### src/rtl/cmd_stream_writer.sv
// cmd_stream_writer: streams a command image from a synchronous ROM into the
// command FIFO in two phases (decomp, then recomp) with a drain barrier
// between them. Start-to-first-write is 2 cycles. Throughput is 1 word/cycle.
// FIFO full stalls the pop, and ROM reads stop within one cycle. At most two
// words are ever buffered.
// Ports:
//   i_clk, i_rst               clock, synchronous active-high reset
//   i_start, i_total_cmds,
//   i_phase1_cmds              run request; counts are sampled on start
//   o_src_rd/o_src_addr,
//   i_src_data                 ROM port; data returns one cycle after the read
//   o_fifo_write/o_fifo_data,
//   i_fifo_full/i_fifo_empty   FIFO write port and its status flags
//   i_finished_task            downstream idle indication for the barrier
//   o_busy/o_phase/o_done,
//   o_written                  run status
module cmd_stream_writer #(
  parameter int CMD_W  = 64,
  parameter int ADDR_W = 18,
  parameter int GUARD  = 2
) (
  input  logic              i_clk,
  input  logic              i_rst,
  input  logic              i_start,
  input  logic [ADDR_W-1:0] i_total_cmds,
  input  logic [ADDR_W-1:0] i_phase1_cmds,
  output logic              o_src_rd,
  output logic [ADDR_W-1:0] o_src_addr,
  input  logic [CMD_W-1:0]  i_src_data,
  output logic              o_fifo_write,
  output logic [CMD_W-1:0]  o_fifo_data,
  input  logic              i_fifo_full,
  input  logic              i_fifo_empty,
  input  logic              i_finished_task,
  output logic              o_busy,
  output logic              o_phase,
  output logic              o_done,
  output logic [ADDR_W-1:0] o_written
);

  localparam int GW = (GUARD < 1) ? 1 : $clog2(GUARD + 1);

  typedef enum logic [2:0] {
    S_IDLE, S_FEED1, S_DRAIN1, S_FEED2, S_DRAIN2, S_DONE
  } state_e;

  state_e            state_q;
  logic [ADDR_W-1:0] total_q, p1_q, addr_q, written_q;
  logic [GW-1:0]     guard_q;
  logic              busy_q, phase_q, done_q;
  logic [1:0]        cnt_q;
  logic              infl_q;
  logic [CMD_W-1:0]  buf0_q, buf1_q;

  logic              feeding, reads_left, avail, pop, issue, feed_done, guard_ok;
  logic [ADDR_W-1:0] rd_end, p1_clamp;
  logic [1:0]        cnt_d;
  logic [CMD_W-1:0]  head;

  assign p1_clamp   = (i_phase1_cmds > i_total_cmds) ? i_total_cmds : i_phase1_cmds;
  assign feeding    = (state_q == S_FEED1) || (state_q == S_FEED2);
  // The address runs continuously across both phases; each phase stops at its end.
  assign rd_end     = (state_q == S_FEED2) ? total_q : p1_q;
  assign reads_left = (addr_q != rd_end);

  // A word in flight can be written straight through when the buffer is empty,
  // which is what gives the 2-cycle start-to-write latency.
  assign avail = (cnt_q != 2'd0) || infl_q;
  assign head  = (cnt_q != 2'd0) ? buf0_q : i_src_data;
  assign pop   = avail && !i_fifo_full && !i_rst;
  // Buffer plus in-flight occupancy never exceeds 2, so this fits in 2 bits.
  assign cnt_d = cnt_q + {1'b0, infl_q} - {1'b0, pop};
  assign issue = feeding && reads_left && (cnt_d < 2'd2) && !i_rst;

  assign feed_done = !reads_left && (cnt_q == 2'd0) && !infl_q;
  assign guard_ok  = i_fifo_empty && (guard_q == GW'(GUARD));

  assign o_src_rd     = issue;
  assign o_src_addr   = addr_q;
  assign o_fifo_write = pop;
  assign o_fifo_data  = pop ? head : '0;
  assign o_busy       = busy_q;
  assign o_phase      = phase_q;
  assign o_done       = done_q;
  assign o_written    = written_q;

  // Datapath: read address, in-flight flag, 2-entry buffer, write counter.
  always_ff @(posedge i_clk) begin
    if (i_rst) begin
      addr_q    <= '0;
      written_q <= '0;
      cnt_q     <= 2'd0;
      infl_q    <= 1'b0;
      buf0_q    <= '0;
      buf1_q    <= '0;
    end else begin
      infl_q <= issue;
      cnt_q  <= cnt_d;
      if (state_q == S_IDLE && i_start) begin
        addr_q    <= '0;
        written_q <= '0;
      end else begin
        if (issue) addr_q <= addr_q + ADDR_W'(1);
        if (pop) written_q <= written_q + ADDR_W'(1);
      end
      if (pop) begin
        buf0_q <= (cnt_q == 2'd2) ? buf1_q : i_src_data;
        buf1_q <= i_src_data;
      end else if (infl_q) begin
        if (cnt_q == 2'd0) buf0_q <= i_src_data;
        else               buf1_q <= i_src_data;
      end
    end
  end

  // Control FSM. The guard counter saturates at GUARD and restarts on any
  // non-empty cycle; i_finished_task is only looked at once it is saturated.
  always_ff @(posedge i_clk) begin
    if (i_rst) begin
      state_q <= S_IDLE;
      total_q <= '0;
      p1_q    <= '0;
      guard_q <= '0;
      busy_q  <= 1'b0;
      phase_q <= 1'b0;
      done_q  <= 1'b0;
    end else begin
      done_q <= 1'b0;
      case (state_q)
        S_IDLE: begin
          if (i_start) begin
            total_q <= i_total_cmds;
            p1_q    <= p1_clamp;
            guard_q <= '0;
            busy_q  <= 1'b1;
            phase_q <= 1'b0;
            state_q <= (p1_clamp == '0) ? S_DRAIN1 : S_FEED1;
          end
        end
        S_FEED1, S_FEED2: begin
          if (feed_done) begin
            guard_q <= '0;
            state_q <= (state_q == S_FEED1) ? S_DRAIN1 : S_DRAIN2;
          end
        end
        S_DRAIN1, S_DRAIN2: begin
          if (!i_fifo_empty) begin
            guard_q <= '0;
          end else if (guard_q != GW'(GUARD)) begin
            guard_q <= guard_q + GW'(1);
          end else if (guard_ok && i_finished_task) begin
            guard_q <= '0;
            if (state_q == S_DRAIN1) begin
              phase_q <= 1'b1;
              state_q <= (total_q == p1_q) ? S_DRAIN2 : S_FEED2;
            end else begin
              done_q  <= 1'b1;
              state_q <= S_DONE;
            end
          end
        end
        S_DONE: begin
          busy_q  <= 1'b0;
          phase_q <= 1'b0;
          state_q <= S_IDLE;
        end
        default: state_q <= S_IDLE;
      endcase
    end
  end

endmodule

### config.mk
export PLATFORM = sky130hd
export DESIGN_NAME = cmd_stream_writer
export DESIGN_NICKNAME = d
export VERILOG_FILES = /design/src/rtl/cmd_stream_writer.sv
export SDC_FILE = /design/constraint.sdc
export NUM_CORES = 1
export LEC_CHECK = 0
export CORE_UTILIZATION = 40
export CTS_CLUSTER_DIAMETER = 40
export DETAILED_ROUTE_END_ITERATION = 8
export DONT_BUFFER_PORTS = 1
export REMOVE_ABC_BUFFERS = 1
export SKIP_CTS_REPAIR_TIMING = 1
export SLEW_MARGIN = 20
export SYNTH_ARGS = -nofsm -noshare
export SYNTH_HDL_FRONTEND = slang
export SYNTH_SLANG_ARGS = --single-unit
### constraint.sdc
create_clock -name i_clk -period 6.1 [get_ports i_clk]
set_input_delay 1.22 -clock i_clk [delete_from_list [all_inputs] [get_ports i_clk]]
set_output_delay 1.22 -clock i_clk [all_outputs]
set_load 0.02 [all_outputs]
# --- After elaboration in Yosys (flattened, before gate mapping) ---
# Index checks and enable logic that the tools add are counted.
op_classes:
  bitwise_logic: 3
  mux: 36
  n_reduce_logical: 36
  add_sub_neg: 5
  n_lt_le_gt_ge: 2
  eq_ne: 18
op_table:
  columns: ["cell", "count"]
  rows:
  - ["2-to-1 mux 64 bit", 9]
  - ["adder 18 x 1 -> 18 bit (second input constant)", 2]
  - ["2-to-1 mux 18 bit", 2]
  - ["2-to-1 mux 3 bit", 8]
  - ["== test 18 bit", 1]
  - ["greater-than comparator 18 bit", 1]
  - ["zero test 18 bit", 1]
  - ["inequality test 18 bit", 1]
  - ["inequality test 2 bit (second input constant)", 8]
  - ["2-to-1 mux 2 bit", 6]
  - ["logical AND 1 bit", 10]
  - ["case mux 3 bit (3 select lines)", 1]
  - ["AND reduction 2 bit", 4]
  - ["nonzero test 2 bit", 4]
  - ["2-to-1 mux 1 bit", 7]
  - ["== test 3 x 2 -> 1 bit (second input constant)", 2]
  - ["== test 3 bit (second input constant)", 2]
  - ["case mux 2 bit (3 select lines)", 1]
  - ["AND reduction 6 bit", 1]
  - ["nonzero test 3 bit", 2]
  - ["OR reduction 2 bit", 3]
  - ["AND reduction 5 bit", 1]
  - ["OR reduction 5 bit", 1]
  - ["== test 2 bit (second input constant)", 2]
  - ["other kinds (14)", 20]
totals:
  input_bits: 106
  out_inout_bits: 105
  wordCells: 113
  ff_bits: 211

# --- Longest topological paths before layout ---
depth:
  ltp_word: 8
  mapped_depth: 15
  ltp_nobuf: 11

# --- Worst setup path before layout ---
# No wires, ideal clock.
synth_path:
  path_type: "input -> output"
  from: "input port i_rst"
  to: "output port o_src_rd"
  t_arrival_ns: 3.757
  setup_slack_ns: 1.123
  stages: 13
  path_buffers: 4
  required_ns: 4.880
  cell_sequence: "buf_6 or2_1 or2_1 buf_2 clkbuf_1 ha_1 ha_1 xnor2_1 xnor2_1 or4_1 a31o_4 inv_2 buf_6"
synth_between:
  elab_chain_cells: 6
synth_lines:
  columns: ["item", "line_no", "rtl"]
  rows:
  - ["from (decl)", "23", "input logic i_rst,"]
  - ["zero test 1 bit (*)", "70, 73", null]
  - ["logical AND 1 bit", "70", "assign pop = avail && !i_fifo_full && !i_rst;"]
  - ["subtractor 2 x 1 -> 2 bit", "72", "assign cnt_d = cnt_q + {1'b0, infl_q} - {1'b0, pop};"]
  - ["< comparator 2 bit", "73", "assign issue = feeding && reads_left && (cnt_d < 2'd2) && !i_rst;"]
  - ["logical AND 1 bit", "73", null]
  - ["logical AND 1 bit (*)", "73", null]
  - ["to (decl)", "27", "output logic o_src_rd,"]
# Every way passes the cells marked *; elsewhere a longest branch is shown, timed or not.

# --- Worst setup path in the final report ---
# Same ends and word-level chain as after synthesis.

==> results.sh <==
export IMPL_place_inst=1632
export IMPL_p_leak_uw=0.00434
export IMPL_fp_dieArea_um2=27600
export IMPL_worst_setup_path_start_kind="primary input"
export IMPL_place_congestion=0.885
export IMPL_crit_chain="or2_1 -> or2_2 -> ha_1 -> ha_1 -> xnor2_1 -> xnor2_1 -> or4_1 -> a31o_4 -> inv_2"
export IMPL_worst_ep_required_time_ns=4.88
export IMPL_htree_levels=2
export IMPL_diodes=0
export IMPL_drc=13
export IMPL_grt_total_usage=0.209
export IMPL_synth_top_cell_area_share=0.392
export IMPL_insertion_delay_ns=0.51
export IMPL_ctsRootBufferMaster="clkbuf_16"
export IMPL_ys_seq_area_frac=0.392
export IMPL_total_power_uw=5720
export IMPL_synthArstFlopShare=0
export IMPL_clock_skew_ns=0.0159
export IMPL_period_share=0.830
export IMPL_clk_pin_slew_worst_paths_ns=0.05
export IMPL_firstDrtPassIters=7
export IMPL_cts_tree="yes"
export IMPL_die_w_um=166
export IMPL_synth_area_um2=10800
export IMPL_p_per_area_nw_per_um2=470
export IMPL_yosys_warnings=0
export IMPL_route_vias_total=9254
export IMPL_hold_path_class="register to register"
export IMPL_avgRoutedWirePerCell_um=17.1
export IMPL_syn_area_per_cell_um2=7.80
export IMPL_drt_initial_drc_count=503
export IMPL_worstSetupPathType="primary input to primary output"
export IMPL_port_buffers=0
export IMPL_finalCriticalPeriod_ns=5.06
export IMPL_clock_sink_count=211
export IMPL_routed_via_density=5.45
export IMPL_floorplan_initialDensity=0.410
export IMPL_rsz0062_at_grt="no"
export IMPL_ys_seq_elements=211
export IMPL_worst_pin_slew_ns=0.937
export IMPL_wirelength_mm=29.0
export IMPL_gr_total_overflow=0
export IMPL_synth_ff_type="dfxtp_1"
export IMPL_synth_edf_count=0
export IMPL_relSlewSlack=0.375
export IMPL_design_area_um2=12200
export IMPL_core_area_um2=26300
export IMPL_cp_arrival_ns=3.84
export IMPL_critPathCaptureType="primary output"
export IMPL_antenna_left=0
export IMPL_placed_area_um2=10900
export IMPL_synth_cells=1383
export IMPL_hpwl_mm=19.0
export IMPL_final_hold_violation_count=0
export IMPL_io_pins=211
export IMPL_cts_max_path_buffers=3
export IMPL_ir_drop_uv=425
export IMPL_fin_tns_setup_ns=0
export IMPL_yosysUniqueCellTypes=58
export IMPL_slowest_delay_ns=0.45
export IMPL_die_h_um=166
export IMPL_cp_slowest_cell="or4_1"
export IMPL_drive_gt1_frac=0.0698
export IMPL_grt_pass1_vias=8819
export IMPL_area_delta_synth_final_pct=12.9
export IMPL_grt_max_degree=181
export IMPL_drv_slew=0
export IMPL_crit_fanout=180
export IMPL_setup_viol=0
export IMPL_violations="design-rule violations"
export IMPL_cts_buffers_inserted=36
export IMPL_synth_area_leaders="dfxtp_1, nand2_1, mux2i_1"
export IMPL_max_freq_ghz=0.197
export IMPL_maxCapViolations=0
export IMPL_status="finished, violations left"
export IMPL_nNetsFinal=1464
export IMPL_synth_area_leader_cell="dfxtp_1"
export IMPL_layoutNonFillerInstCount=1697
export IMPL_placementRows=59
export IMPL_grt_first_pass_wirelength_mm=47.3
export IMPL_antenna_found_initial=0
export IMPL_hold_ws_ns=0.448
==> through the flow <==
stage | util | worst slack [ns]
6_report | 0.464 | 1.04
5_1_grt | 0.464 | 0.985
4_1_cts | 0.464 | 1.18
3_5_place_dp | 0.415 | 1.19
3_3_place_gp | 0.415 | 1.23
2_1_floorplan | - | -2.98
==> path summary, 6_finish.rpt <==
path,from,to,slack (ns),depth (start not counted)
worst max-delay path,i_rst,o_src_rd,1.04,9
worst min-delay path,buf1_q[32],buf1_q[32],0.45,2
worst max register to register,cnt_q[1],o_src_addr[8],2.90,11
worst min register to register,buf1_q[32],buf1_q[32],0.45,2
==> power by group <==
part	switching, uW	leakage (uW)	internal (uW)
combinational	1130	0.00200	568
sequential	239	0.00172	1690
clock	753	0.000620	1340
==> sequential cells by signal, summed over array words and instances, names as in the netlist <==
register and cells:
buf0_q 64, buf1_q 64, cnt_q 2, guard_q 2, infl_q 1, o_busy 1
o_done 1, o_phase 1, o_src_addr 18, o_written 18, p1_q 18, state_q 3
total_q 18
==> cells in the final DEF (no fill, tap or decap), types with 19 or more instances in the layout <==
| cell type | n |
|---|---|
| mux2i_1 | 90 |
| clkbuf_16 | 36 |
| dfxtp_1 | 211 |
| inv_1 | 30 |
| nand3_1 | 19 |
| nand2_1 | 325 |
| nor2_1 | 123 |
| xnor2_1 | 28 |
| xor2_1 | 30 |
| ha_1 | 23 |
| a21oi_1 | 168 |
| a211oi_1 | 86 |
==> cell families after synthesis <==
group           count (synthesis)  share of synthesized area
simple gates                  561                      0.224
buf+inv                       130                     0.0521
compound gates                310                      0.175
xor+xnor                       58                     0.0471
flops                         211                      0.392
fa+ha+maj                      23                     0.0267
mux                            90                     0.0835
==> final cells by class <==
type                    instances  area [um2]
repair buffers                 11        95.1
inverters                      33         124
well taps                     335         419
clock buffers                  42         973
clock inverters                23         300
fillers                      2613       14100
multi-input cells            1042        6050
flip-flops and latches        211        4220
==> worst max-delay path: cells and delay by family <==
family                   cells  cell delay [ns]
AO/OA/AOI/OAI                1             0.29
XOR/XNOR                     2             0.28
adder cells (fa/ha/maj)      2             0.50
buffers and inverters        1             0.31
AND/OR/NAND/NOR              3             1.14
==> layer usage <==
layer / wire, um / GRT usage / vias to the layer above / part of all wire
li1: - / - / 4693 / -
met1: 13600 / 0.280 / 4279 / 0.47
met2: 12600 / 0.325 / 221 / 0.44
met3: 1940 / 0.0546 / 61 / 0.067
met4: 841 / 0.0737 / 0 / 0.029
met5: 0 / 0 / - / 0
==> synth_stat cells, types with 3 or more instances <==
| library cell | count |
|---|---|
| nand2_1 | 325 |
| nand4_1 | 16 |
| inv_2 | 3 |
| a221oi_1 | 5 |
| and3_1 | 8 |
| nand3_1 | 19 |
| buf_6 | 5 |
| or4_1 | 5 |
| or2_2 | 4 |
| a31oi_1 | 6 |
| mux2i_1 | 90 |
| and2_1 | 3 |
| a21o_1 | 3 |
| a21oi_1 | 170 |
| a211oi_1 | 86 |
| nor3b_1 | 3 |
| or3_1 | 10 |
| xnor2_1 | 28 |
| dfxtp_1 | 211 |
| nand2b_1 | 5 |
| o211ai_1 | 3 |
| buf_2 | 18 |
| clkbuf_1 | 69 |
| xor2_1 | 30 |
| nor2_1 | 124 |
| buf_1 | 3 |
| inv_1 | 30 |
| ha_1 | 23 |
| nor2b_1 | 5 |
| o21a_1 | 3 |
| o21ai_1 | 3 |
| or2b_1 | 3 |
| and4_1 | 6 |
| o21ai_0 | 14 |
| nor3_1 | 6 |
| a311oi_1 | 3 |
| nor4_1 | 10 |
(Power assumes the default switching activity.)
